`config.mk`:
```
export PLATFORM = sky130hd
export DESIGN_NAME = ysyx_24080014_wbu_flat
export DESIGN_NICKNAME = d
export VERILOG_FILES = /design/src/rtl/ysyx_24080014_wbu_pkg.sv /design/src/rtl/ysyx_24080014_wbu_if.sv /design/src/rtl/ysyx_24080014_wbu_load_align.sv /design/src/rtl/ysyx_24080014_wbu.sv /design/src/flat_wrapper.sv
export SDC_FILE = /design/constraint.sdc
export NUM_CORES = 1
export LEC_CHECK = 0
export CAP_MARGIN = 20
export CORE_MARGIN = 8
export CORE_UTILIZATION = 40
export CTS_BUF_LIST = sky130_fd_sc_hd__clkbuf_4 sky130_fd_sc_hd__clkbuf_8 sky130_fd_sc_hd__clkbuf_16
export CTS_CLUSTER_DIAMETER = 30
export DETAILED_ROUTE_END_ITERATION = 16
export PLACE_DENSITY = 0.77
export SYNTH_ARGS = -nofsm -noshare
export SYNTH_HDL_FRONTEND = slang
export SYNTH_SLANG_ARGS = --single-unit
```
`constraint.sdc`:
```
create_clock -name clk -period 2.6 [get_ports clk]
set_input_delay 0.65 -clock clk [delete_from_list [all_inputs] [get_ports clk]]
set_output_delay 0.65 -clock clk [all_outputs]
set_load 0.01 [all_outputs]
```
`src/rtl/ysyx_24080014_wbu_pkg.sv`:
```
// Shared encodings for the write-back unit, also used by the decoder.
//   wb_sel_e   : destination data source select
//   load_fmt_e : load width / extension format
//   wbu_state_e: write-back FSM states
package ysyx_24080014_wbu_pkg;

  typedef enum logic [2:0] {
    WB_ALU    = 3'b000,
    WB_LOAD   = 3'b001,
    WB_PC_ADD = 3'b010,
    WB_CSR    = 3'b011,
    WB_IMM    = 3'b100
  } wb_sel_e;

  typedef enum logic [2:0] {
    LF_LB  = 3'b000,
    LF_LH  = 3'b001,
    LF_LW  = 3'b010,
    LF_LBU = 3'b100,
    LF_LHU = 3'b101
  } load_fmt_e;

  typedef enum logic [1:0] {
    S_IDLE     = 2'b00,
    S_WAIT_MEM = 2'b01,
    S_WRITE    = 2'b10
  } wbu_state_e;

  localparam int TO_CNT_W = 8;

endpackage

```
`src/rtl/ysyx_24080014_wbu_if.sv`:
```
// Bundle of the write-back unit's upstream handshake, memory response and
// register-file write signals.
//   slave : the write-back unit side
//   master: the surrounding pipeline / memory / register-file side
interface ysyx_24080014_wbu_if #(
  parameter int XLEN = 32
);
  logic            in_valid;
  logic            in_ready;
  logic [2:0]      wb_sel;
  logic [2:0]      load_fmt;
  logic [4:0]      rd_addr;
  logic            rd_wen;
  logic [XLEN-1:0] alu_result;
  logic [XLEN-1:0] pc;
  logic [XLEN-1:0] imm;
  logic [XLEN-1:0] csr_rdata;
  logic            mem_rvalid;
  logic [XLEN-1:0] mem_rdata;
  logic            rf_wen;
  logic [4:0]      rf_waddr;
  logic [XLEN-1:0] rf_wdata;
  logic            commit;
  logic            load_err;

  modport slave (
    input  in_valid, wb_sel, load_fmt, rd_addr, rd_wen, alu_result, pc, imm,
           csr_rdata, mem_rvalid, mem_rdata,
    output in_ready, rf_wen, rf_waddr, rf_wdata, commit, load_err
  );

  modport master (
    output in_valid, wb_sel, load_fmt, rd_addr, rd_wen, alu_result, pc, imm,
           csr_rdata, mem_rvalid, mem_rdata,
    input  in_ready, rf_wen, rf_waddr, rf_wdata, commit, load_err
  );
endinterface

```
`src/rtl/ysyx_24080014_wbu_load_align.sv`:
```
// Load data aligner: picks the addressed byte/half out of a word-aligned
// memory read and sign- or zero-extends it.
//   mem_rdata_i : word-aligned load data
//   off_i       : byte offset (address[1:0])
//   load_fmt_i  : load format; unknown codes behave as LW
//   data_o      : aligned, extended result
module ysyx_24080014_load_align
  import ysyx_24080014_wbu_pkg::*;
#(
  parameter int XLEN = 32
) (
  input  logic [XLEN-1:0] mem_rdata_i,
  input  logic [1:0]      off_i,
  input  logic [2:0]      load_fmt_i,
  output logic [XLEN-1:0] data_o
);

  logic [7:0]  byte_v;
  logic [15:0] half_v;

  always_comb begin
    byte_v = mem_rdata_i[8*off_i +: 8];
    // Half loads use only off[1]; a misaligned off[0] is ignored.
    half_v = off_i[1] ? mem_rdata_i[31:16] : mem_rdata_i[15:0];
    case (load_fmt_i)
      LF_LB:   data_o = {{(XLEN-8){byte_v[7]}}, byte_v};
      LF_LH:   data_o = {{(XLEN-16){half_v[15]}}, half_v};
      LF_LBU:  data_o = {{(XLEN-8){1'b0}}, byte_v};
      LF_LHU:  data_o = {{(XLEN-16){1'b0}}, half_v};
      default: data_o = mem_rdata_i;
    endcase
  end

endmodule

```
`src/rtl/ysyx_24080014_wbu.sv`:
```
// Write-back unit: accepts one retiring instruction per handshake, selects
// its destination data (ALU / load / pc+4 / CSR / imm), waits for the load
// response where needed, then issues a one-cycle register-file write and
// commit pulse. A load with no response within MEM_TIMEOUT cycles aborts
// with a load_err pulse instead.
//   clk, rst : clock, asynchronous active-high reset
//   wb       : slave side of the write-back bundle (handshake, memory
//              response, register-file write, commit, load_err)
module ysyx_24080014_wbu
  import ysyx_24080014_wbu_pkg::*;
#(
  parameter int XLEN        = 32,
  parameter int MEM_TIMEOUT = 255
) (
  input logic               clk,
  input logic               rst,
  ysyx_24080014_wbu_if.slave wb
);

  localparam logic [TO_CNT_W-1:0] TO_LAST = TO_CNT_W'(MEM_TIMEOUT - 1);

  wbu_state_e          state_q, state_d;
  logic [TO_CNT_W-1:0] cnt_q, cnt_d;

  logic [2:0]      fmt_q;
  logic [1:0]      off_q;
  logic [4:0]      rd_q;
  logic            wen_q;
  logic            err_q, err_d;
  logic [4:0]      waddr_q;
  logic [XLEN-1:0] wdata_q, wdata_d;

  logic            accept;
  logic [XLEN-1:0] sel_res;
  logic [XLEN-1:0] ld_data;

  assign accept = (state_q == S_IDLE) && wb.in_valid;

  ysyx_24080014_load_align #(.XLEN(XLEN)) u_align (
    .mem_rdata_i (wb.mem_rdata),
    .off_i       (off_q),
    .load_fmt_i  (fmt_q),
    .data_o      (ld_data)
  );

  // Non-load result, captured in the accept cycle.
  always_comb begin
    case (wb.wb_sel)
      WB_ALU:    sel_res = wb.alu_result;
      WB_PC_ADD: sel_res = wb.pc + XLEN'(4);
      WB_CSR:    sel_res = wb.csr_rdata;
      WB_IMM:    sel_res = wb.imm;
      default:   sel_res = '0;
    endcase
  end

  // FSM: state register
  always_ff @(posedge clk or posedge rst) begin
    if (rst) begin
      state_q <= S_IDLE;
      cnt_q   <= '0;
    end else begin
      state_q <= state_d;
      cnt_q   <= cnt_d;
    end
  end

  // FSM: next state
  always_comb begin
    state_d = state_q;
    cnt_d   = cnt_q;
    err_d   = 1'b0;
    case (state_q)
      S_IDLE: begin
        if (wb.in_valid) begin
          state_d = (wb.wb_sel == WB_LOAD) ? S_WAIT_MEM : S_WRITE;
          cnt_d   = '0;
        end
      end
      S_WAIT_MEM: begin
        if (wb.mem_rvalid) begin
          state_d = S_WRITE;
        end else begin
          cnt_d = cnt_q + 1'b1;
          // Counter is about to reach MEM_TIMEOUT: give up on this load.
          if (cnt_q == TO_LAST) begin
            state_d = S_IDLE;
            err_d   = 1'b1;
          end
        end
      end
      S_WRITE: state_d = S_IDLE;
      default: state_d = S_IDLE;
    endcase
  end

  // FSM: outputs, decoded from the registered state
  always_comb begin
    wb.in_ready = (state_q == S_IDLE);
    wb.commit   = (state_q == S_WRITE);
    wb.rf_wen   = (state_q == S_WRITE) && wen_q && (waddr_q != 5'd0);
    wb.load_err = err_q;
    wb.rf_waddr = waddr_q;
    wb.rf_wdata = wdata_q;
  end

  // Write data source depends on which state is entering WRITE.
  assign wdata_d = (state_q == S_IDLE) ? sel_res : ld_data;

  // Captured instruction fields; waddr/wdata only move when a write is
  // about to be presented, so they hold across idle and timeout cycles.
  always_ff @(posedge clk or posedge rst) begin
    if (rst) begin
      fmt_q   <= '0;
      off_q   <= '0;
      rd_q    <= '0;
      wen_q   <= 1'b0;
      err_q   <= 1'b0;
      waddr_q <= '0;
      wdata_q <= '0;
    end else begin
      err_q <= err_d;
      if (accept) begin
        fmt_q <= wb.load_fmt;
        off_q <= wb.alu_result[1:0];
        rd_q  <= wb.rd_addr;
        wen_q <= wb.rd_wen;
      end
      if (state_d == S_WRITE) begin
        waddr_q <= (state_q == S_IDLE) ? wb.rd_addr : rd_q;
        wdata_q <= wdata_d;
      end
    end
  end

endmodule

```
`src/flat_wrapper.sv`:
```
// flat-port wrapper written by rule: the top's interface ports become plain ports
module ysyx_24080014_wbu_flat import ysyx_24080014_wbu_pkg::*;
#(
  parameter int XLEN        = 32,
  parameter int MEM_TIMEOUT = 255
)
  (clk, rst, wb_in_valid, wb_wb_sel, wb_load_fmt, wb_rd_addr, wb_rd_wen, wb_alu_result, wb_pc, wb_imm, wb_csr_rdata, wb_mem_rvalid, wb_mem_rdata, wb_in_ready, wb_rf_wen, wb_rf_waddr, wb_rf_wdata, wb_commit, wb_load_err);
  ysyx_24080014_wbu_if #(.XLEN(XLEN)) wb_i ();
  input logic clk;
  input logic rst;
  input wire logic [$bits(wb_i.in_valid)-1:0] wb_in_valid;
  input wire logic [$bits(wb_i.wb_sel)-1:0] wb_wb_sel;
  input wire logic [$bits(wb_i.load_fmt)-1:0] wb_load_fmt;
  input wire logic [$bits(wb_i.rd_addr)-1:0] wb_rd_addr;
  input wire logic [$bits(wb_i.rd_wen)-1:0] wb_rd_wen;
  input wire logic [$bits(wb_i.alu_result)-1:0] wb_alu_result;
  input wire logic [$bits(wb_i.pc)-1:0] wb_pc;
  input wire logic [$bits(wb_i.imm)-1:0] wb_imm;
  input wire logic [$bits(wb_i.csr_rdata)-1:0] wb_csr_rdata;
  input wire logic [$bits(wb_i.mem_rvalid)-1:0] wb_mem_rvalid;
  input wire logic [$bits(wb_i.mem_rdata)-1:0] wb_mem_rdata;
  output wire logic [$bits(wb_i.in_ready)-1:0] wb_in_ready;
  output wire logic [$bits(wb_i.rf_wen)-1:0] wb_rf_wen;
  output wire logic [$bits(wb_i.rf_waddr)-1:0] wb_rf_waddr;
  output wire logic [$bits(wb_i.rf_wdata)-1:0] wb_rf_wdata;
  output wire logic [$bits(wb_i.commit)-1:0] wb_commit;
  output wire logic [$bits(wb_i.load_err)-1:0] wb_load_err;
  assign wb_i.in_valid = wb_in_valid;
  assign wb_i.wb_sel = wb_wb_sel;
  assign wb_i.load_fmt = wb_load_fmt;
  assign wb_i.rd_addr = wb_rd_addr;
  assign wb_i.rd_wen = wb_rd_wen;
  assign wb_i.alu_result = wb_alu_result;
  assign wb_i.pc = wb_pc;
  assign wb_i.imm = wb_imm;
  assign wb_i.csr_rdata = wb_csr_rdata;
  assign wb_i.mem_rvalid = wb_mem_rvalid;
  assign wb_i.mem_rdata = wb_mem_rdata;
  assign wb_in_ready = wb_i.in_ready;
  assign wb_rf_wen = wb_i.rf_wen;
  assign wb_rf_waddr = wb_i.rf_waddr;
  assign wb_rf_wdata = wb_i.rf_wdata;
  assign wb_commit = wb_i.commit;
  assign wb_load_err = wb_i.load_err;
  ysyx_24080014_wbu #(.XLEN(XLEN), .MEM_TIMEOUT(MEM_TIMEOUT)) u_core (.clk(clk), .rst(rst), .wb(wb_i));
endmodule
```
==> results of run 1 <==
-- routing by layer --
metal  vias to the layer above  GRT usage, %  wire length, um
met5                         -             0                0
met4                         0          7.45              369
met3                        27          6.26             1880
met2                       296          45.9            10600
met1                      2838          35.3             9040
li1                       2693             -                -
-- final timing paths --
kind,startpoint,to,slack (ns)
setup / recovery,u_core.state_q[1],wb_rf_wen,0.12
hold / removal,u_core.wb.rf_wdata[4],u_core.wb.rf_wdata[4],0.48
setup reg to reg,u_core.off_q[1],u_core.wb.rf_wdata[18],0.35
hold reg to reg,u_core.wb.rf_wdata[4],u_core.wb.rf_wdata[4],0.48
max in group asynchronous,rst,u_core.wb.rf_wdata[6],1.63
min in group asynchronous,rst,u_core.rd_q[0],0.69
-- flip-flops by register name (all words and copies together) (netlist names) --
name / cells
u_core.cnt_q: 8
u_core.fmt_q: 3
u_core.off_q: 2
u_core.rd_q: 5
u_core.state_q: 2
u_core.wb.load_err: 1
u_core.wb.rf_waddr: 5
u_core.wb.rf_wdata: 32
u_core.wen_q: 1
-- per-stage QoR --
stage	instances	util, %	total power (uW)
floorplan	582	-	2010
global placement	971	65.2	3010
detailed placement	971	65.2	3040
CTS	986	68.0	4320
global route	986	68.0	4500
finish	986	68.0	4330
-- layout by cell type (no fill, tap or decap), types with 10 or more instances in the layout --
| cell | n |
|---|---|
| nand2_1 | 109 |
| nand4_1 | 11 |
| nor3_1 | 13 |
| xnor2_1 | 12 |
| o221ai_1 | 18 |
| nor2_1 | 38 |
| a22oi_1 | 45 |
| buf_4 | 70 |
| a22o_1 | 10 |
| a31oi_1 | 17 |
| xor2_1 | 19 |
| dfrtp_1 | 59 |
| o21ai_0 | 34 |
| clkdlybuf4s50_1 | 216 |
| a21oi_1 | 23 |
-- power groups by stage --
| stage | logic [uW] | clock network [uW] | registers (uW) |
|---|---|---|---|
| after floorplan | 699 | 0 | 1310 |
| after global placement | 1700 | 0 | 1310 |
| after detailed placement | 1730 | 0 | 1310 |
| after CTS | 1740 | 1270 | 1300 |
| after global routing | 1860 | 1310 | 1330 |
| final | 1750 | 1270 | 1310 |
-- final cells by class --
cell class                      instances  area [um2]
Timing Repair Buffer                  291        2790
Clock buffer                           10         239
Multi-Input combinational cell        468        2930
Sequential cell                        59        1480
Clock inverter                          5        77.6
Tap cell                              143         179
Inverter                               10        37.5
Fill cell                             995        3640
-- cells by family after synthesis --
family | count (synthesis) | synth area share (%)
multiplexers | 10 | 2.32
AO/OA/AOI/OAI | 204 | 31.4
flip-flops | 59 | 31.8
adder cells (fa/ha/maj) | 3 | 0.810
XOR/XNOR | 31 | 5.86
buffers and inverters | 55 | 5.02
AND/OR/NAND/NOR | 220 | 22.8
-- repair_timing --
action                                  in CTS  in global routing
endpoints found under the setup margin       0                  1
hold endpoints to repair                     0                  0
gates resized for setup                      0                  1
-- critical path, cell delays in order (launching register included) --
cell             delay, ns
dfrtp_1               0.51
nor2b_1               0.25
nand2_1               0.07
a21oi_1               0.12
clkdlybuf4s50_1       0.55
==> flow_summary.toml, run 1 <==
[outcome]
status = "complete, no violations"

[route]
vias_per_cell = 5.94
wl_per_cell_um = 22.2
drt-total-wl_mm = 21.8
drc_errors = 0
num_vias = 5854
postRouteAntennaNets = 0
first_pass_iters = 6
drt_first_iter_violations = 563

[synthesis]
yosys_warnings = 0
synth_top_cells_by_count = "109 x nand2_1, 59 x dfrtp_1, 45 x a22oi_1, 39 x nor2_1, 34 x o21ai_0"
ys.flop_type = "dfrtp_1"
netlist.top_cell.by_area = "dfrtp_1"
yosysSeqAreaShare_pct = 31.8
netlist_top_cells_area = "dfrtp_1 32%, nand2_1 8.8%, a22oi_1 7.3%"
synth_edf_count = 0
synthCells = 582
synthMostInstantiatedCell = "nand2_1"
async_flop_share_pct = 100
avgSynthCellArea_um2 = 7.97
ys_ff_latch = 59
syn_nets = 761
synth_area_um2 = 4640
synth.top_cell.area_share_pct = 31.8
ys_types = 59

[pwr]
p_int_uw = 2910
combPwrFrac_pct = 40.4
powerDensity_nw_per_um2 = 560
leakagePower_uw = 0.00314
p_seq_share_pct = 30.2
p_clk_share_pct = 29.4
swShare_pct = 32.9
peakVddDrop_mv = 0.482
p_sw_uw = 1430

[min_path]
hold_path_class = "reg -> reg"
min_path_cells = 2

[grt]
antenna_found_initial = 0
grtUsageTotal_pct = 27.6
grt_pass1_wl_mm = 32.8
grt_max_degree = 60
grt_pass1_vias = 5958
grt-ovfl-total = 0

[sta]
fin_ws_ns = 0.121
min_period_ns = 2.48
fin_setup_tns_ns = 0
clock.fmax_mhz = 403
slew_headroom_pct = 56.5
whs_ns = 0.477
skew_ns = 0.00947
maxSlewViolCount = 0
final-setup-viol-count = 0
post-route-period-util_pct = 95.4
hold_violations = 0
rsz0062_at_grt = "no"
worst_pin_slew_ns = 0.652

[clock_network]
cts_max_level = 3
cts_root_buf = "clkbuf_16"
cts.clk_slew.worst_paths_ns = 0.05
cts_buffer_depth = 2
clock_latency_ns = 0.34
cts_tree = "built"
cts_sinks = 59
cts_setup_buffers = 0
holdBufCountCts = 0
cts_buffers = 9

[floorplanning]
core-area_um2 = 11400
die_h_um = 124
initial_core_util_pct = 40.8
die_area_um2 = 15300
dieWidth_um = 124
ioPinCount = 217
row_count = 39

[worst_setup_path]
cp-start-kind = "register"
worstPathArrival_ns = 1.83
setup.worst_path.class = "reg -> out"
crit_required_ns = 1.95
r2r_cells = 5
worstPathMaxFanout = 9
crit_path_end_kind = "output port"

[placed_design]
pre_cts_ws_ns = -0.276
gp_congestion = 0.968
dpl_cell_area_um2 = 7410
dp.final_hpwl_mm = 17.4
portBuffers = 216

[final_layout]
area_growth_pct = 66.8
antennaDiodeCount = 0
final_nets = 1018
final_layout_size_suffix_gt1_share_pct = 13.2
stdcell_area_um2 = 7730

[flow_run]
max_cap_viol_count = 0
(Power assumes the default switching activity.)
==> run 2, diff against run 1 <==
Settings changed: REMOVE_ABC_BUFFERS from default to 1.
==> run 2 against run 1 <==
  * Clock skew down 0.0044 ns
  * Critical path type is now in -> reg
  * Worst setup slack worse by 0.0092 ns
  * Core utilization up 1.5 points
  * Register-to-register slack improved by 0.10 ns
  * Highest routed layer unchanged
  * Worst hold slack improved by 0.0096 ns
  * Largest power group unchanged
  * Total power fell by 1.7%
  * Sequential share of layout area decreased by 0.41 points
  * First-iteration DRC count grew 8.7%
  * Final area grew 2.2%
  * Via count unchanged
  * Fmax fell by 0.37%
  * Non-clock buffer count is 10 higher
==> flow_summary.toml, run 2 (synthesis results as in run 1) <==
[sta]
maxSlewViolCount = 0
final-setup-viol-count = 0
slew_headroom_pct = 55.7
min_period_ns = 2.49
clock.fmax_mhz = 402
whs_ns = 0.486
worst_pin_slew_ns = 0.664
skew_ns = 0.00505
rsz0062_at_grt = "no"
post-route-period-util_pct = 95.7
hold_violations = 0

[pwr]
peakVddDrop_mv = 0.433
leakagePower_uw = 0.00321
power.total_uw = 4260
powerDensity_nw_per_um2 = 539

[worst_setup_path]
crit_path_end_kind = "register"
path_cells = "clkdlybuf4s50_1 > nand4_1 > or4_1 > nor4b_2 > o311ai_2 > a31oi_1"
worstPathMaxFanout = 5
worstPathArrival_ns = 2.73
slowest_delay_ns = 0.64
cp_slowest_cell = "or4_1"
crit_required_ns = 2.84
cp-start-kind = "input port"
crit_family = "simple AND/OR/NAND/NOR gates"
setup.worst_path.class = "in -> reg"
crit_buf_inv = 1

[route]
first_pass_iters = 6
drt_first_iter_violations = 612
drc_errors = 0
vias_per_cell = 5.88
postRouteAntennaNets = 0
num_vias = 5854
drt-total-wl_mm = 21.0
wl_per_cell_um = 21.1

[clock_network]
cts_buffers = 9
cts_max_level = 3
holdBufCountCts = 0
cts_tree = "built"
cts_sinks = 59
clock_latency_ns = 0.33
cts.clk_slew.worst_paths_ns = 0.05
cts_root_buf = "clkbuf_16"
cts_buffer_depth = 2
ctsResizeCount = 0
cts_setup_buffers = 0

[grt]
grtUsageTotal_pct = 27.0
grt_max_degree = 47
grt-ovfl-total = 0
grt_pass1_vias = 6022
grt_pass1_wl_mm = 31.8
antenna_found_initial = 0

[final_layout]
stdcell_area_um2 = 7900
final_layout_size_suffix_gt1_share_pct = 14.8
fillers = 928
area_growth_pct = 70.4
final_nets = 1028
antennaDiodeCount = 0
final_common_cell = "clkdlybuf4s50_1"
largest_reg_flops = 32
stdcell_count = 996
mostFrequentLayoutCells = "215 x clkdlybuf4s50_1, 109 x nand2_1, 75 x buf_4"

[min_path]
hold_path_class = "reg -> reg"

[placed_design]
gp_congestion = 0.917
dp.final_hpwl_mm = 17.1
portBuffers = 216
dp_cells = 981
dpl_cell_area_um2 = 7570

[flow_run]
max_cap_viol_count = 0

[floorplanning]
row_count = 39
dieWidth_um = 124
core-area_um2 = 11400
die_h_um = 124
die_area_um2 = 15300
ioPinCount = 217
initial_core_util_pct = 40.8

[outcome]
status = "complete, no violations"
## run 2: cell count changes in the layout (fill, tap and decap cells not counted), moves of 2 or more
cell and change:
buf_4 +5, o311ai_1 -2, buf_12 +5, clkbuf_4 +2, nor2_4 +2
## run 2: cell type report
class	instances	area, um2	area share [%]
inverters	10	37.5	0.475
flip-flops and latches	59	1480	18.7
repair buffers	301	2930	37.1
clock inverters	2	35.0	0.443
multi-input cells	468	2980	37.7
clock buffers	13	268	3.39
well taps	143	179	2.26
## run 2: worst paths after layout
path	slack [ns]	end	startpoint	depth (start not counted)
max in group asynchronous	1.44	u_core.rd_q[1]	rst	3
min in group asynchronous	0.60	u_core.wb.rf_wdata[19]	rst	2
setup / recovery	0.11	u_core.wb.rf_wdata[29]	wb_pc[2]	6
setup reg to reg	0.45	u_core.wb.rf_wdata[11]	u_core.off_q[1]	5
hold reg to reg	0.49	u_core.rd_q[4]	u_core.rd_q[4]	2
hold / removal	0.49	u_core.rd_q[4]	u_core.rd_q[4]	2
## run 2: per-stage QoR
stage / util (%) / worst slack, ns / setup TNS, ns
5_1_grt: 69.5 / 0.0189 / 0
3_3_place_gp: 66.5 / -0.234 / -6.74
4_1_cts: 69.2 / 0.0125 / 0
3_5_place_dp: 66.5 / -0.324 / -8.02
6_report: 69.5 / 0.112 / 0
2_1_floorplan: - / -0.0511 / -0.216
## run 2: where the power goes
group	leakage, uW	internal, uW	switching, uW
Clock	0.000153	808	413
Combinational	0.00231	962	782
Sequential	0.000754	1110	181
Total	0.00321	2880	1380
## run 2: tightest hold or removal path, cell delays in order (launching register included)
cell     delay (ns)
dfrtp_1        0.34
nand2_1        0.05
nand2_1        0.06
## run 2: per-layer routing
metal	global-route usage [%]	vias to the layer above	wire length (um)
met2	47.2	310	10400
met4	9.26	0	617
met3	5.67	42	1760
li1	-	2721	-
met5	0	-	0
met1	32.1	2781	8270
